File: config.mk
export PLATFORM = sky130hd
export DESIGN_NAME = memory_stage_lsu
export DESIGN_NICKNAME = d
export VERILOG_FILES = /design/src/rtl/memory_stage_lsu.sv
export SDC_FILE = /design/constraint.sdc
export NUM_CORES = 1
export LEC_CHECK = 0
export CAP_MARGIN = 20
export CORE_MARGIN = 10
export CORE_UTILIZATION = 35
export CTS_CLUSTER_SIZE = 20
export DETAILED_ROUTE_END_ITERATION = 8
export GPL_TIMING_DRIVEN = 0
export PLACE_DENSITY = 0.82
export SYNTH_ARGS = -nofsm -noshare
export SYNTH_HDL_FRONTEND = slang
export SYNTH_SLANG_ARGS = --single-unit
File: constraint.sdc
create_clock -name clk -period 3.98 [get_ports clk]
set_input_delay 0.995 -clock clk [delete_from_list [all_inputs] [get_ports clk]]
set_output_delay 0.995 -clock clk [all_outputs]
set_load 0.05 [all_outputs]
File: src/rtl/memory_stage_lsu.sv
// Memory stage: sub-word load/store with byte enables, req/gnt/rvalid data port, branch resolve, registered ME/WB boundary.
// Latency: non-memory ops one cycle; stores complete on gnt, loads on rvalid; stall_o holds upstream until then.
module memory_stage_lsu #(
    parameter int DATA_W  = 32,
    parameter int ADDR_W  = 5,
    parameter int PC_W    = 32,
    parameter int MADDR_W = 32
) (
    input  logic                  clk,
    input  logic                  reset,
    input  logic                  valid_i,
    input  logic                  rf_we_i,
    input  logic                  mem_we_i,
    input  logic                  mem_re_i,
    input  logic [1:0]            mem_size_i,
    input  logic                  mem_unsigned_i,
    input  logic                  branch_i,
    input  logic                  check_eq_i,
    input  logic [DATA_W-1:0]     mem_wdata_i,
    input  logic [ADDR_W-1:0]     rf_waddr_i,
    input  logic [DATA_W-1:0]     alu_result_i,
    input  logic [PC_W-1:0]       pc_branch_i,
    output logic                  dmem_req_o,
    output logic                  dmem_we_o,
    output logic [MADDR_W-1:0]    dmem_addr_o,
    output logic [DATA_W/8-1:0]   dmem_be_o,
    output logic [DATA_W-1:0]     dmem_wdata_o,
    input  logic                  dmem_gnt_i,
    input  logic                  dmem_rvalid_i,
    input  logic [DATA_W-1:0]     dmem_rdata_i,
    output logic                  stall_o,
    output logic                  pc_src_o,
    output logic [PC_W-1:0]       pc_branch_o,
    output logic                  valid_o,
    output logic                  rf_we_o,
    output logic [ADDR_W-1:0]     rf_waddr_o,
    output logic [DATA_W-1:0]     wb_data_o,
    output logic                  misalign_o
);
    localparam int NB    = DATA_W / 8;
    localparam int OFF_W = $clog2(NB);

    typedef enum logic [1:0] {IDLE, REQ, RSP} state_t;
    state_t state;

    logic [OFF_W-1:0]  off;
    logic              mem_access;
    logic              raw_mis;
    logic              misaligned;
    int                nbytes;
    logic [2*NB-1:0]   be_mask;
    logic [2*NB-1:0]   be_wide;
    logic [DATA_W-1:0] shifted;
    logic              sign_bit;
    logic              fill;
    logic [DATA_W-1:0] load_data;
    logic              complete;

    assign off        = alu_result_i[OFF_W-1:0];
    assign mem_access = mem_we_i | mem_re_i;
    assign nbytes     = 1 << mem_size_i;

    always_comb begin
        raw_mis = 1'b0;
        case (mem_size_i)
            2'd0: raw_mis = 1'b0;
            2'd1: raw_mis = off[0];
            2'd2: raw_mis = |off[1:0];
            default: raw_mis = (NB < 8) || (|off);
        endcase
    end
    assign misaligned = mem_access & raw_mis;

    // Store lanes: enable mask shifted to the byte offset, data replicated per access size.
    always_comb begin
        be_mask      = '0;
        dmem_wdata_o = '0;
        for (int i = 0; i < NB; i++) begin
            if (i < nbytes) be_mask[i] = 1'b1;
            dmem_wdata_o[i*8 +: 8] = mem_wdata_i[(i & (nbytes - 1))*8 +: 8];
        end
    end
    assign be_wide     = be_mask << off;
    assign dmem_be_o   = be_wide[NB-1:0];
    assign dmem_addr_o = {alu_result_i[MADDR_W-1:OFF_W], {OFF_W{1'b0}}};
    assign dmem_we_o   = mem_we_i;

    // Load extract: align the addressed bytes to bit 0, then extend.
    assign shifted = dmem_rdata_i >> {off, 3'b000};
    always_comb begin
        sign_bit = 1'b0;
        case (mem_size_i)
            2'd0: sign_bit = shifted[7];
            2'd1: sign_bit = shifted[15];
            2'd2: sign_bit = shifted[31];
            default: sign_bit = shifted[DATA_W-1];
        endcase
    end
    assign fill = sign_bit & ~mem_unsigned_i;

    always_comb begin
        load_data = '0;
        for (int i = 0; i < NB; i++)
            load_data[i*8 +: 8] = (i < nbytes) ? shifted[i*8 +: 8] : {8{fill}};
    end

    always_comb begin
        dmem_req_o = 1'b0;
        complete   = 1'b1;
        if (valid_i && !reset) begin
            case (state)
                IDLE: begin
                    dmem_req_o = mem_access & ~misaligned;
                    complete   = ~mem_access | misaligned | (dmem_gnt_i & mem_we_i);
                end
                REQ: begin
                    dmem_req_o = 1'b1;
                    complete   = dmem_gnt_i & mem_we_i;
                end
                RSP:     complete = dmem_rvalid_i;
                default: complete = 1'b1;
            endcase
        end
    end

    assign stall_o     = valid_i & ~complete;
    assign pc_src_o    = valid_i & branch_i & (check_eq_i ^ (|alu_result_i));
    assign pc_branch_o = pc_branch_i;

    always_ff @(posedge clk) begin
        if (reset) begin
            state      <= IDLE;
            valid_o    <= 1'b0;
            rf_we_o    <= 1'b0;
            misalign_o <= 1'b0;
            rf_waddr_o <= '0;
            wb_data_o  <= '0;
        end else begin
            case (state)
                IDLE:
                    if (valid_i && mem_access && !misaligned)
                        state <= dmem_gnt_i ? (mem_re_i ? RSP : IDLE) : REQ;
                REQ:
                    if (dmem_gnt_i) state <= mem_re_i ? RSP : IDLE;
                RSP:
                    if (dmem_rvalid_i) state <= IDLE;
                default: state <= IDLE;
            endcase
            valid_o    <= valid_i & complete;
            rf_we_o    <= valid_i & complete & rf_we_i & ~misaligned;
            misalign_o <= valid_i & complete & misaligned;
            if (valid_i && complete) begin
                rf_waddr_o <= rf_waddr_i;
                wb_data_o  <= (mem_re_i && !misaligned) ? load_data : alu_result_i;
            end
        end
    end
endmodule

==> qor.yml <==
status: "finished, final reports clean"
power_mw: 1.96
drt-total-wl_um: 18900
synthTopCellsByCount: "buf_4 (78), nand2_1 (60), dfxtp_1 (42)"
max_freq_ghz: 0.255
async_reset_ff_frac: 0
clk_pin_slew_ns: 0.08
powerDensity_nw_per_um2: 290
power_switching_mw: 0.913
nFillCells: 927
post-synth-top-count-cell: "buf_4"
die_x_um: 125
holdWs_ns: 0.466
arrival_ns: 2.92
netSwitchingFraction: 0.465
yosysSeqAreaShare: 0.216
wl_met3_um: 2130
grt_max_degree: 13
pwr-share-comb: 0.594
synth_seq_cells: 42
yosys_warnings: 0
syn_area_sq_um: 3890
dr.pass1.iters: 5
rows: 38
route.detailed.drc: 0
clk_path_buf_depth: 2
slew_viol_final: 0
setup.worst_path.start_class: "input pin"
via_per_inst: 5.29
placed_cell_area_sq_um: 6640
synth.distinct_cells: 55
ios: 290
max-slew-margin-rel: 0.585
drive_gt1_frac: 0.291
tightest_slew_ns: 0.622
routed-via-count: 4706
initial_utilization: 0.358
setup_ws_ns: 0.0608
final_util: 0.620
setup_viol: 0
areaGrowthSynthToFinish_pct: 73.4
htree_levels: 2
maxCapViolCount: 0
worst_setup_path_end_kind: "output port"
grt_util_all_layers: 0.223
chipHeight_um: 125
highest_layer: "met4"
p_seq_frac: 0.249
dp_slack_ns: -1.57
seq_area_sq_um: 841
grt_pass1_vias: 4991
rsz0062_at_grt: "yes"
design_area_sq_um: 6750
path_class: "input pin to output port"
synth_edf_count: 0
ant_nets: 0
avgSynthCellArea_sq_um: 8.01
period_minus_slack_ns: 3.92
grt-ovfl-total: 0
finClkSkew_ns: 0.00503
cp_max_fo: 10
cts.sinks: 42
drtIter0Drc: 233
synth_top_area_cell: "dfxtp_1"
wl_met1_um: 6940
portBuffers: 253
nets: 895
cts_made_buffers: 5
netlist_top_cells_area: "dfxtp_1 (22%), buf_4 (15%), a21oi_2 (8.3%), nand2_1 (5.8%), mux2i_1 (4.9%)"
intPower_mw: 1.05
routabilityCongestion: 0.944
power_frac_clock: 0.157
grt_pass1_wl_um: 28500
hold_class: "flop to flop"
p_leak_nw: 2.72
antenna_found_initial: 0
finalCritPeriodShare: 0.985
critPathRequiredTime_ns: 2.98
cts_tree: "built"
met2_length_um: 9340
worstSkewPairLatency_ns: 0.32
wl_per_cell_um: 21.3
dp_hpwl_um: 15900
core_area_sq_um: 10900
timing_hold_violations_final: 0
netlist_instances: 486
cts_root_buf: "clkbuf_8"
multi_input_area_sq_um: 2320
synth_flop_cell: "dfxtp_1"
die-area_sq_um: 15700
peakVddDrop_v: 0.000139
synth_top_area_share: 0.216
cell usage in the layout, fill, tap and decap left out, types with 11 or more instances in the layout:
cell type and n:
clkdlybuf4s50_1 220, o21ai_0 11, a21oi_1 15, buf_4 80, o22ai_1 19, nand2_1 60
nor2b_1 16, buf_2 22, mux2i_1 19, dfxtp_1 42, a211oi_1 12, mux2_2 16
nor2_1 17, a21oi_2 37
registers in the layout, indices dropped and copies added (netlist names):
register / cells
state: 2
wb_data_o: 32
rf_we_o: 1
valid_o: 1
misalign_o: 1
rf_waddr_o: 5
power groups by stage:
stage / clock [mW] / sequential (mW) / combinational (mW)
after global placement: 0 / 0.496 / 1.16
after floorplan: 0 / 0.640 / 0.599
final: 0.307 / 0.489 / 1.17
after global routing: 0.319 / 0.493 / 1.22
after CTS: 0.305 / 0.488 / 1.16
after detailed placement: 0 / 0.498 / 1.18
critical path, stage by stage:
cell	delay, ns
clkdlybuf4s15_2	0.25
or2_1	0.28
buf_6	0.16
buf_4	0.19
ha_1	0.23
inv_2	0.10
nor2_1	0.06
clkbuf_4	0.20
a211oi_2	0.23
buf_6	0.20
metrics by stage:
stage | TNS (ns) | cells
global route | -0.0311 | 888
detailed placement | -29.35 | 880
CTS | 0 | 887
global placement | -28.92 | 880
finish | 0 | 889
floorplan | -0.335 | 487
timing repair:
item,4_1_cts,5_1_grt
hold buffers,0,0
buffers inserted,0,1
gates resized for setup,121,12
pin swaps,0,3
endpoints found under the setup margin,31,21
routing by layer:
| layer | GRT usage | vias up |
|---|---|---|
| met2 | 0.393 | 301 |
| met1 | 0.237 | 2172 |
| met4 | 0.0786 | 0 |
| met5 | 0 | - |
| met3 | 0.0845 | 34 |
| li1 | - | 2199 |
layout make-up:
cell class / instances / share of cell area
timing repair buffer: 254 / 0.367
multi-input combinational: 326 / 0.343
sequential: 42 / 0.125
buffer: 108 / 0.119
tap: 140 / 0.0259
clock buffer: 7 / 0.0128
inverter: 10 / 0.00630
clock inverter: 1 / 0.000741
antenna: 1 / 0.000371
kinds of logic (layout without fill, tap and decap cells):
| kind of cell | after synthesis | in the layout | synth area share |
|---|---|---|---|
| adder cells (fa/ha/maj) | 2 | 2 | 0.00643 |
| XOR/XNOR | 2 | 2 | 0.00450 |
| other | 1 | 3 | 0.000963 |
| AND/OR/NAND/NOR | 135 | 135 | 0.163 |
| buffers and inverters | 119 | 380 | 0.211 |
| flip-flops | 42 | 42 | 0.216 |
| AO/OA/AOI/OAI | 148 | 148 | 0.294 |
| multiplexers | 37 | 37 | 0.104 |
worst paths after layout:
kind | slack (ns) | start | cells after the start | to
setup / recovery | 0.06 | mem_size_i[1] | 10 | dmem_be_o[1]
hold / removal | 0.47 | rf_waddr_o[1] | 2 | rf_waddr_o[1]
setup reg to reg | 2.19 | state[1] | 6 | wb_data_o[12]
hold reg to reg | 0.47 | rf_waddr_o[1] | 2 | rf_waddr_o[1]
Power figures use the tool's default switching activity.
==> edit: new RTL, config.mk and constraints unchanged <==
The 3 states of `state_t` get a one-hot encoding in 3 bits.
--- a/src/rtl/memory_stage_lsu.sv
+++ b/src/rtl/memory_stage_lsu.sv
@@ -41,5 +41,5 @@
     localparam int OFF_W = $clog2(NB);
 
-    typedef enum logic [1:0] {IDLE, REQ, RSP} state_t;
+    typedef enum logic [2:0] {IDLE = 3'b001, REQ = 3'b010, RSP = 3'b100} state_t;
     state_t state;
 
Check against the original RTL: no difference found for any inputs over 10 cycles, from zero or initial values and one cycle with reset high; not proved beyond that.
==> edit against the unedited design <==
- sequential cell count rose by 1
- hold slack improved by 0.013 ns
- routed wire length is 0.84% higher
- design area down 0.35%
- first-iteration DRC count is 57% higher
- clock skew grew 0.00075 ns
- area after synthesis rose by 0.39%
- critical endpoint is now stall_o
- combinational power decreased by 7%
- worst setup slack better by 0.048 ns
- largest cell class unchanged
- power down 5.4%
==> edit: results (changes against the unedited design) <==
outcome:
  status: "finished, final reports clean"
worst_setup_path:
  rrSetupSlack_ns: 1.87  # -0.32 ns
  crit_path_max_fanout: 9  # -1
  critPathMaxStageDelay_ns: 0.60  # +0.32 ns
  crit_path_start: "mem_we_i"
  crit_slowest_cell: "clkdlybuf4s50_1"
  reg2reg_to: "rf_waddr_o[4]"
  crit_arrival_ns: 2.88  # -0.04 ns
placement:
  preCtsSetupSlack_ns: -1.47  # +0.102 ns
  dp.cells: 892  # +1.4%
  placed_cell_area_um2: 6630  # -0.11%
  gp_congestion: 0.953  # +0.91%
  dp_hpwl_um: 16100  # +1.2%
finish:
  fin_cells: 901  # +1.3%
  fin_nets: 907  # +1.3%
  fill_cells: 943  # +1.7%
  drive_gt1_share_pct: 21.2  # -8.0 points
  reg_top3: "wb_data_o (32), rf_waddr_o (5), state (3)"
global_route:
  met1_usage_pct: 24.0  # +0.30 points
  track_usage_pct: 22.2  # -0.028 points
  grt_max_degree: 14  # +1
  grt_use_met3_pct: 7.68  # -0.77 points
  grt_pass1_wl_um: 29000  # +1.6%
  grt_pass1_vias: 5012  # +0.42%
  antenna_found_initial: 1  # +1
detailed_routing:
  post_drt_wl_per_cell_um: 21.2  # -0.51%
  drt_iter0_drc: 366  # +57%
  vias: 4863  # +3.3%
power_and_ir_drop:
  ir_drop_mv: 0.152  # +9.1%
  p_leak_nw: 2.70  # -0.93%
clock_network:
  worstSkewPairLatency_ns: 0.30  # -0.02 ns
logic_synthesis:
  synth_common_cells: "75 x buf_4, 43 x dfxtp_1, 31 x o21ai_0"
  yosysUniqueCellTypes: 56  # +1.8%
  synth.area.top_cells: "dfxtp_1 22%, buf_4 14%, mux2i_1 6.9%"
  synthCells: 498  # +2.5%
  synth_sequential_area_ratio_pct: 22.0  # +0.43 points
sta:
  tightest_slew_ns: 0.642  # +0.0198 ns
  worst_clock_skew_ns: 0.00578  # +0.000751 ns
min_path:
  hp-start: "wb_data_o[3]"
  worst_hold_path.endpoint: "wb_data_o[3]"
[edit: changes by cell type in the layout (fill, tap and decap cells not counted), moves of 8 or more]
| cell | unedited run | this run |
|---|---|---|
| a21oi_2 | 37 | 0 |
| a31oi_1 | 8 | 25 |
| clkdlybuf4s50_1 | 220 | 228 |
| dlygate4sd2_1 | 10 | 2 |
| mux2i_1 | 19 | 27 |
| nand2_1 | 60 | 23 |
| nand2b_1 | 0 | 17 |
| nor2_1 | 17 | 29 |
| nor2b_1 | 16 | 26 |
| o21ai_0 | 11 | 23 |
| o22ai_1 | 19 | 5 |
| o32ai_1 | 7 | 17 |
[edit: timing repair]
action / 4_1_cts / 5_1_grt
endpoints found under the hold margin: 0 / 0
pin swaps: 3 / 1
setup endpoints to repair: 31 / 2
gates resized for setup: 119 / 2
setup buffers: 2 / 0
[edit: logic make-up after synthesis]
| family | synth area share [%] |
|---|---|
| buf+inv | 19.7 |
| other cells | 0.0959 |
| simple gates | 17.5 |
| compound gates | 27.8 |
| mux | 12.1 |
| fa+ha+maj | 0.640 |
| xor+xnor | 0.224 |
| flops | 22.0 |
[edit: power breakdown]
group          internal [mW]  total [mW]  switching, mW
combinational          0.423        1.09          0.668
sequential             0.468       0.487         0.0190
clock                  0.123       0.276          0.153
[edit: worst max path at each step]
stage	end	slack, ns	depth (start not counted)
2_1_floorplan	dmem_wdata_o[24]	-0.13	9
4_1_cts	stall_o	0.10	6
6_report	stall_o	0.11	6
5_1_grt	stall_o	0.008	6
3_3_place_gp	dmem_wdata_o[29]	-1.48	10
3_5_place_dp	dmem_wdata_o[31]	-1.47	10
[edit: final cells by class]
class                   count  area, µm²  area share, %
diodes                      1       2.50         0.0372
plain buffers             109        744           11.1
clock buffers               6       72.6           1.08
clock inverters             2       12.5          0.186
inverters                  10       37.5          0.558
multi-input cells         335       2330           34.6
flip-flops and latches     43        861           12.8
well taps                 140        175           2.60
repair buffers            255       2490           37.0
[edit: per-layer routing]
layer / share of wire (%) / up-vias
li1: - / 2278
met1: 36 / 2262
met2: 52 / 283
met3: 9.8 / 40
met4: 2.4 / 0
met5: 0 / -
[edit: metrics by stage]
step	hold slack, ns	total power [mW]
3_5_place_dp	0.462	1.59
6_report	0.480	1.86
3_3_place_gp	0.447	1.58
4_1_cts	0.475	1.85
2_1_floorplan	0.537	1.17
5_1_grt	0.500	1.92
[edit: worst min-delay path, stage by stage (launching register included)]
cell and delay, ns:
dfxtp_1 0.32, nand2_1 0.06, o22ai_1 0.06
